===== config.mk =====
export PLATFORM = sky130hd
export DESIGN_NAME = if_stage_latch_flat
export DESIGN_NICKNAME = d
export VERILOG_FILES = /design/src/rtl/cpu_types_pkg.sv /design/src/rtl/if_stage_if.sv /design/src/rtl/if_stage_latch.sv /design/src/flat_wrapper.sv
export SDC_FILE = /design/constraint.sdc
export NUM_CORES = 1
export LEC_CHECK = 0
export ABC_AREA = 1
export ABC_CLOCK_PERIOD_IN_PS = 1500
export BUFFER_PORTS_ARGS = -buffer_cell sky130_fd_sc_hd__buf_2
export CAP_MARGIN = 20
export CELL_PAD_IN_SITES_DETAIL_PLACEMENT = 0
export CELL_PAD_IN_SITES_GLOBAL_PLACEMENT = 1
export CORE_MARGIN = 10
export CORE_UTILIZATION = 30
export CTS_BUF_LIST = sky130_fd_sc_hd__clkbuf_8
export CTS_CLUSTER_SIZE = 30
export DETAILED_ROUTE_END_ITERATION = 7
export PLACE_DENSITY_LB_ADDON = 0.1
export RECOVER_POWER = 100
export SETUP_SLACK_MARGIN = 0.05
export SYNTH_ARGS = -nofsm -noshare
export SYNTH_HDL_FRONTEND = slang
export SYNTH_SLANG_ARGS = --single-unit
export TNS_END_PERCENT = 100

===== constraint.sdc =====
create_clock -name CLK -period 1.5 [get_ports CLK]
set_clock_uncertainty 0.05 [all_clocks]
set_input_delay 0.225 -clock CLK [delete_from_list [all_inputs] [get_ports CLK]]
set_output_delay 0.225 -clock CLK [all_outputs]
set_load 0.02 [all_outputs]

===== src/rtl/cpu_types_pkg.sv =====
// Shared CPU types: machine word, HALT encoding and fetch FSM states.
package cpu_types_pkg;

    typedef logic [31:0] word_t;

    localparam word_t HALT_INSTR = 32'hFFFF_FFFF;
    localparam word_t NOP_INSTR  = 32'h0000_0000;

    typedef enum logic {
        FETCH  = 1'b0,
        HALTED = 1'b1
    } fetch_state_t;

    // Sequential next PC; wraps modulo 2^32.
    function automatic word_t next_pc(input word_t pc);
        return pc + 32'd4;
    endfunction

endpackage


===== src/rtl/if_stage_if.sv =====
// Signal bundle between the PC/imem side, the hazard unit and the IF/ID latch.
interface if_stage_if #(
    parameter int unsigned CNT_W = 16
) ();
    import cpu_types_pkg::*;

    word_t            imemaddr;
    word_t            imemload;
    logic             ihit;
    logic             stall;
    logic             flush;
    logic             imemREN;
    logic             pcEN;
    word_t            instr_o;
    word_t            npc_o;
    logic             valid_o;
    logic             halt_o;
    logic [CNT_W-1:0] wait_cnt_o;

    modport stage (
        input  imemaddr, imemload, ihit, stall, flush,
        output imemREN, pcEN, instr_o, npc_o, valid_o, halt_o, wait_cnt_o
    );

    modport bench (
        output imemaddr, imemload, ihit, stall, flush,
        input  imemREN, pcEN, instr_o, npc_o, valid_o, halt_o, wait_cnt_o
    );

endinterface


===== src/rtl/if_stage_latch.sv =====
// Instruction fetch stage: IF/ID pipeline latch, FETCH/HALTED control FSM and
// a saturating fetch-wait performance counter.
module if_stage_latch
    import cpu_types_pkg::*;
#(
    parameter int unsigned CNT_W = 16
) (
    input logic        CLK,
    input logic        nRST,
    if_stage_if.stage  bus
);

    fetch_state_t     state_q;
    fetch_state_t     state_d;
    word_t            instr_q;
    word_t            npc_q;
    logic             valid_q;
    logic [CNT_W-1:0] wait_cnt_q;
    logic             fetching;
    logic             capture;

    assign fetching = (state_q == FETCH);
    assign capture  = fetching && bus.ihit && !bus.stall && !bus.flush;

    // Next-state logic; flush from any state recovers a wrong-path HALT.
    always_comb begin
        state_d = state_q;
        if (bus.flush) begin
            state_d = FETCH;
        end else if (capture && (bus.imemload == HALT_INSTR)) begin
            state_d = HALTED;
        end
    end

    // State register.
    always_ff @(posedge CLK or negedge nRST) begin
        if (!nRST) begin
            state_q <= FETCH;
        end else begin
            state_q <= state_d;
        end
    end

    // IF/ID latch: flush squashes, a clean hit captures, otherwise hold.
    always_ff @(posedge CLK or negedge nRST) begin
        if (!nRST) begin
            instr_q <= NOP_INSTR;
            npc_q   <= '0;
            valid_q <= 1'b0;
        end else if (bus.flush) begin
            instr_q <= NOP_INSTR;
            npc_q   <= '0;
            valid_q <= 1'b0;
        end else if (capture) begin
            instr_q <= bus.imemload;
            npc_q   <= next_pc(bus.imemaddr);
            valid_q <= 1'b1;
        end
    end

    // Saturating count of cycles where a read is outstanding without a hit.
    always_ff @(posedge CLK or negedge nRST) begin
        if (!nRST) begin
            wait_cnt_q <= '0;
        end else if (fetching && !bus.ihit && (wait_cnt_q != '1)) begin
            wait_cnt_q <= wait_cnt_q + 1'b1;
        end
    end

    assign bus.imemREN    = fetching;
    assign bus.pcEN       = (fetching && bus.ihit && !bus.stall) || bus.flush;
    assign bus.instr_o    = instr_q;
    assign bus.npc_o      = npc_q;
    assign bus.valid_o    = valid_q;
    assign bus.halt_o     = (state_q == HALTED);
    assign bus.wait_cnt_o = wait_cnt_q;

endmodule


===== src/flat_wrapper.sv =====
// flat-port wrapper written by rule: the top's interface ports become plain ports
module if_stage_latch_flat import cpu_types_pkg::*;
#(
    parameter int unsigned CNT_W = 16
)
  (CLK, nRST, bus_imemaddr, bus_imemload, bus_ihit, bus_stall, bus_flush, bus_imemREN, bus_pcEN, bus_instr_o, bus_npc_o, bus_valid_o, bus_halt_o, bus_wait_cnt_o);
  if_stage_if #(.CNT_W(CNT_W)) bus_i ();
  input logic CLK;
  input logic nRST;
  input wire logic [$bits(bus_i.imemaddr)-1:0] bus_imemaddr;
  input wire logic [$bits(bus_i.imemload)-1:0] bus_imemload;
  input wire logic [$bits(bus_i.ihit)-1:0] bus_ihit;
  input wire logic [$bits(bus_i.stall)-1:0] bus_stall;
  input wire logic [$bits(bus_i.flush)-1:0] bus_flush;
  output wire logic [$bits(bus_i.imemREN)-1:0] bus_imemREN;
  output wire logic [$bits(bus_i.pcEN)-1:0] bus_pcEN;
  output wire logic [$bits(bus_i.instr_o)-1:0] bus_instr_o;
  output wire logic [$bits(bus_i.npc_o)-1:0] bus_npc_o;
  output wire logic [$bits(bus_i.valid_o)-1:0] bus_valid_o;
  output wire logic [$bits(bus_i.halt_o)-1:0] bus_halt_o;
  output wire logic [$bits(bus_i.wait_cnt_o)-1:0] bus_wait_cnt_o;
  assign bus_i.imemaddr = bus_imemaddr;
  assign bus_i.imemload = bus_imemload;
  assign bus_i.ihit = bus_ihit;
  assign bus_i.stall = bus_stall;
  assign bus_i.flush = bus_flush;
  assign bus_imemREN = bus_i.imemREN;
  assign bus_pcEN = bus_i.pcEN;
  assign bus_instr_o = bus_i.instr_o;
  assign bus_npc_o = bus_i.npc_o;
  assign bus_valid_o = bus_i.valid_o;
  assign bus_halt_o = bus_i.halt_o;
  assign bus_wait_cnt_o = bus_i.wait_cnt_o;
  if_stage_latch #(.CNT_W(CNT_W)) u_core (.CLK(CLK), .nRST(nRST), .bus(bus_i));
endmodule

==> impl_metrics.prom <==
# TYPE chip_impl_metric gauge
chip_impl_metric{name="final_layout_size_suffix_gt1_share",unit="%"} 24.6
chip_impl_info{name="yosys.area.top_type",value="dfrtp_1"} 1
chip_impl_metric{name="synthesis.area_per_instance",unit="µm²"} 7.74
chip_impl_metric{name="whs",unit="ns"} 0.0305
chip_impl_metric{name="dieWidth",unit="µm"} 140
chip_impl_metric{name="max_slew_margin",unit="%"} 58.4
chip_impl_metric{name="detail_route.iter0.violations",unit=""} 179
chip_impl_info{name="hold-path-endpoint",value="u_core.bus.instr_o[20]"} 1
chip_impl_metric{name="drt_pass1_iterations",unit=""} 5
chip_impl_metric{name="total_leakage_power",unit="nW"} 2.94
chip_impl_info{name="hp-class",value="in -> reg"} 1
chip_impl_metric{name="area_inside_the_core_boundary",unit="mm²"} 0.0140
chip_impl_metric{name="pwr_density_cell",unit="mW/mm²"} 1010
chip_impl_info{name="worstReg2RegStart",value="u_core.bus.wait_cnt_o[1]"} 1
chip_impl_metric{name="detailed_place.area",unit="mm²"} 0.00565
chip_impl_metric{name="route.antenna.remaining_nets",unit=""} 0
chip_impl_info{name="start_kind",value="register"} 1
chip_impl_metric{name="crit_path_max_incr_delay",unit="ns"} 0.39
chip_impl_metric{name="share_of_yosys_cell_area_claimed_by_the_top_area_cell_type",unit="%"} 47.2
chip_impl_metric{name="grt-ovfl-total",unit=""} 0
chip_impl_metric{name="vias",unit=""} 4471
chip_impl_metric{name="cp.arrival",unit="ns"} 1.67
chip_impl_metric{name="gp_congestion",unit=""} 0.869
chip_impl_info{name="timing.setup.critical_path_class",value="reg -> reg"} 1
chip_impl_metric{name="die_area",unit="mm²"} 0.0197
chip_impl_metric{name="post_synth_num_cell_types",unit=""} 30
chip_impl_info{name="worst_setup_path_startpoint",value="u_core.bus.wait_cnt_o[1]"} 1
chip_impl_metric{name="port_buffers",unit=""} 152
chip_impl_metric{name="synthesis.instances",unit=""} 561
chip_impl_metric{name="numCtsBuffers",unit=""} 9
chip_impl_metric{name="first_global_vias",unit=""} 4669
chip_impl_info{name="tritoncts_clock_tree",value="done"} 1
chip_impl_info{name="final_cell_mix",value="nand2_1 (179), dfrtp_1 (77), nor2_1 (72), clkbuf_1 (72), buf_2 (71)"} 1
chip_impl_metric{name="layout.cells.non_filler",unit=""} 944
chip_impl_metric{name="length_in_cells_of_the_worst_reg_to_reg_path",unit=""} 8
chip_impl_metric{name="clkSinkCount",unit=""} 82
chip_impl_metric{name="htree_levels",unit=""} 3
chip_impl_info{name="path_delay_family",value="simple AND/OR/NAND/NOR gates"} 1
chip_impl_info{name="layout_commonest_cell",value="nand2_1"} 1
chip_impl_metric{name="fmax",unit="MHz"} 690
chip_impl_info{name="reg2reg_to",value="u_core.bus.wait_cnt_o[10]"} 1
chip_impl_metric{name="floorplan.initialDensity",unit="%"} 30.9
chip_impl_metric{name="layout_worst_path_cycle_share",unit="%"} 96.6
chip_impl_metric{name="post-route-min-period",unit="ns"} 1.45
chip_impl_info{name="synth.top_cells.by_area",value="dfrtp_1 (47%), nand2_1 (17%), a22o_1 (6.9%)"} 1
chip_impl_metric{name="initial_antenna_violation_count",unit=""} 2
chip_impl_info{name="worstPathCellList",value="ha_4 -> nand3_4 -> nor3_4 -> nand2_2 -> nand2_4 -> nand2_8 -> nand2_1 -> o21ai_1"} 1
chip_impl_info{name="critical_path.endpoint_type",value="register"} 1
chip_impl_metric{name="die_h",unit="µm"} 140
chip_impl_metric{name="holdPathStages",unit=""} 2
chip_impl_metric{name="hpwl",unit="µm"} 12300
chip_impl_metric{name="clkTransAtPathRegs",unit="ns"} 0.10
chip_impl_metric{name="synthesized_area",unit="mm²"} 0.00434
chip_impl_metric{name="totalWireLength",unit="µm"} 15400
chip_impl_metric{name="final_hold_viol_count",unit=""} 0
chip_impl_metric{name="worst_pin_slew",unit="ns"} 0.625
chip_impl_info{name="worst_hold_startpoint",value="bus_imemload[20]"} 1
chip_impl_info{name="status",value="complete, no violations"} 1
chip_impl_metric{name="seq_area_frac_synth",unit="%"} 47.2
chip_impl_metric{name="clock_path_buffers",unit=""} 2
chip_impl_metric{name="synth.yosys.warnings",unit=""} 0
chip_impl_metric{name="synth_nets",unit=""} 632
chip_impl_metric{name="timing.critical_path.fanout_max",unit=""} 7
chip_impl_metric{name="pin_count",unit=""} 153
chip_impl_metric{name="final_net_count",unit=""} 829
chip_impl_metric{name="filler_cell_count",unit=""} 1541
chip_impl_metric{name="fin_util",unit="%"} 42.1
chip_impl_metric{name="fp-row-count",unit=""} 43
chip_impl_metric{name="fin_area",unit="mm²"} 0.00591
chip_impl_metric{name="cell_count_after_placement",unit=""} 919
chip_impl_metric{name="timing.critical_path.required",unit="ns"} 1.72
chip_impl_metric{name="reg2reg_setup_slack",unit="ns"} 0.05
chip_impl_info{name="critPathSlowestCell",value="dfrtp_2"} 1
chip_impl_metric{name="route.detailed.drc",unit=""} 0
chip_impl_metric{name="final_routed_wire_length_divided_by_cell_count",unit="µm"} 16.3
chip_impl_metric{name="cp_num_buf_inv",unit=""} 0
chip_impl_metric{name="worst_skew_pair.late_latency",unit="ns"} 0.37
chip_impl_metric{name="drv_slew",unit=""} 0
chip_impl_metric{name="irDropWorstVdd",unit="mV"} 0.491
chip_impl_info{name="grt_setup_unrepaired",value="yes"} 1
chip_impl_metric{name="finalSetupViolations",unit=""} 0
chip_impl_metric{name="wire_length_of_the_first_global_routing_pass",unit="µm"} 24800
chip_impl_metric{name="drv.max_cap_violation_count",unit=""} 0
chip_impl_metric{name="vias_per_cell",unit=""} 4.74
chip_impl_metric{name="globalRouteTotalUtil",unit="%"} 15.6
chip_impl_metric{name="ys_ff_latch",unit=""} 82
chip_impl_metric{name="grt_start_max_net_pins",unit=""} 33
chip_impl_metric{name="syn_to_layout_area_delta",unit="%"} 36.1
chip_impl_info{name="cts.root.buffer_cell",value="clkbuf_8"} 1
-- layout make-up --
type	instances	area, µm²	area share (%)
timing repair buffer	201	1090	18.5
clock buffer	9	124	2.09
clock inverter	7	58.8	0.994
tap	180	225	3.81
inverter	47	179	3.03
multi-input combinational	417	2170	36.8
sequential	82	2060	34.8
antenna	1	2.50	0.0423
-- flip-flops by register name, summed over array words and instances (netlist names) --
register	cells
u_core.bus.instr_o	32
u_core.bus.npc_o	32
u_core.bus.wait_cnt_o	16
u_core.bus.halt_o	1
u_core.bus.valid_o	1
-- how the worst max path moves through the flow --
stage / cells past startpoint / endpoint
after floorplan: 9 / u_core.bus.wait_cnt_o[8]
after global placement: 10 / u_core.bus.npc_o[14]
after detailed placement: 8 / u_core.bus.wait_cnt_o[10]
after CTS: 7 / u_core.bus.wait_cnt_o[12]
final: 8 / u_core.bus.wait_cnt_o[10]
after global routing: 7 / u_core.bus.halt_o
-- stage by stage --
| stage | setup TNS (ns) | worst slack (ns) | total power, mW |
|---|---|---|---|
| finish | 0 | 0.0513 | 5.95 |
| floorplan | -0.137 | -0.0220 | 3.49 |
| global route | -0.692 | -0.0453 | 6.33 |
| CTS | -0.0103 | -0.00465 | 6.00 |
| global placement | 0 | 0.0139 | 4.28 |
| detailed placement | -0.455 | -0.0745 | 4.30 |
-- cells in the mapped netlist (all sizes together) --
cell type  instances
xor2               6
a32o               1
o211ai             1
dfrtp             82
o21bai             2
nand3b             1
or2                1
a21oi              4
ha                 2
a22o              34
xnor2              7
and2               2
nand4              9
nand2            196
nor3               7
clkbuf             6
inv               47
nand3             41
o21ai             24
nor2              78
buf               10
-- what timing repair did --
item	CTS	global route
setup buffers	2	1
setup endpoints to repair	16	74
gates resized for setup	19	26
pin swaps	10	7
cloned	1	1
endpoints found under the hold margin	27	0
hold buffers	3	0
-- worst reg2reg max path, stage by stage, from the launching register on --
cell     delay [ns]
dfrtp_2        0.39
ha_4           0.15
nand3_4        0.08
nor3_4         0.19
nand2_2        0.11
nand2_4        0.14
nand2_8        0.09
nand2_1        0.08
o21ai_1        0.06
-- kinds of logic after synthesis --
group / share of synthesized area [%]
and+or+nand+nor: 32.1
DFF: 47.2
AOI/OAI and AO/OA: 10.8
buffers and inverters: 6.68
xor gates and xnor gates: 2.62
adders and majority gates: 0.576
-- metal layers --
layer	GRT usage, %	part of all wire, %	up-vias
met1	19.4	45	2107
met5	0	0.071	-
met3	7.40	9.0	11
met4	3.53	1.1	2
met2	23.9	45	126
li1	-	-	2225
-- where the power goes --
part | leakage (nW) | internal [mW] | total (mW) | switching (mW)
clock | 0.0929 | 0.634 | 1.60 | 0.964
sequential | 1.09 | 2.42 | 2.57 | 0.158
combinational | 1.75 | 0.725 | 1.78 | 1.05
total | 2.94 | 3.77 | 5.95 | 2.17
(Power assumes the default switching activity.)
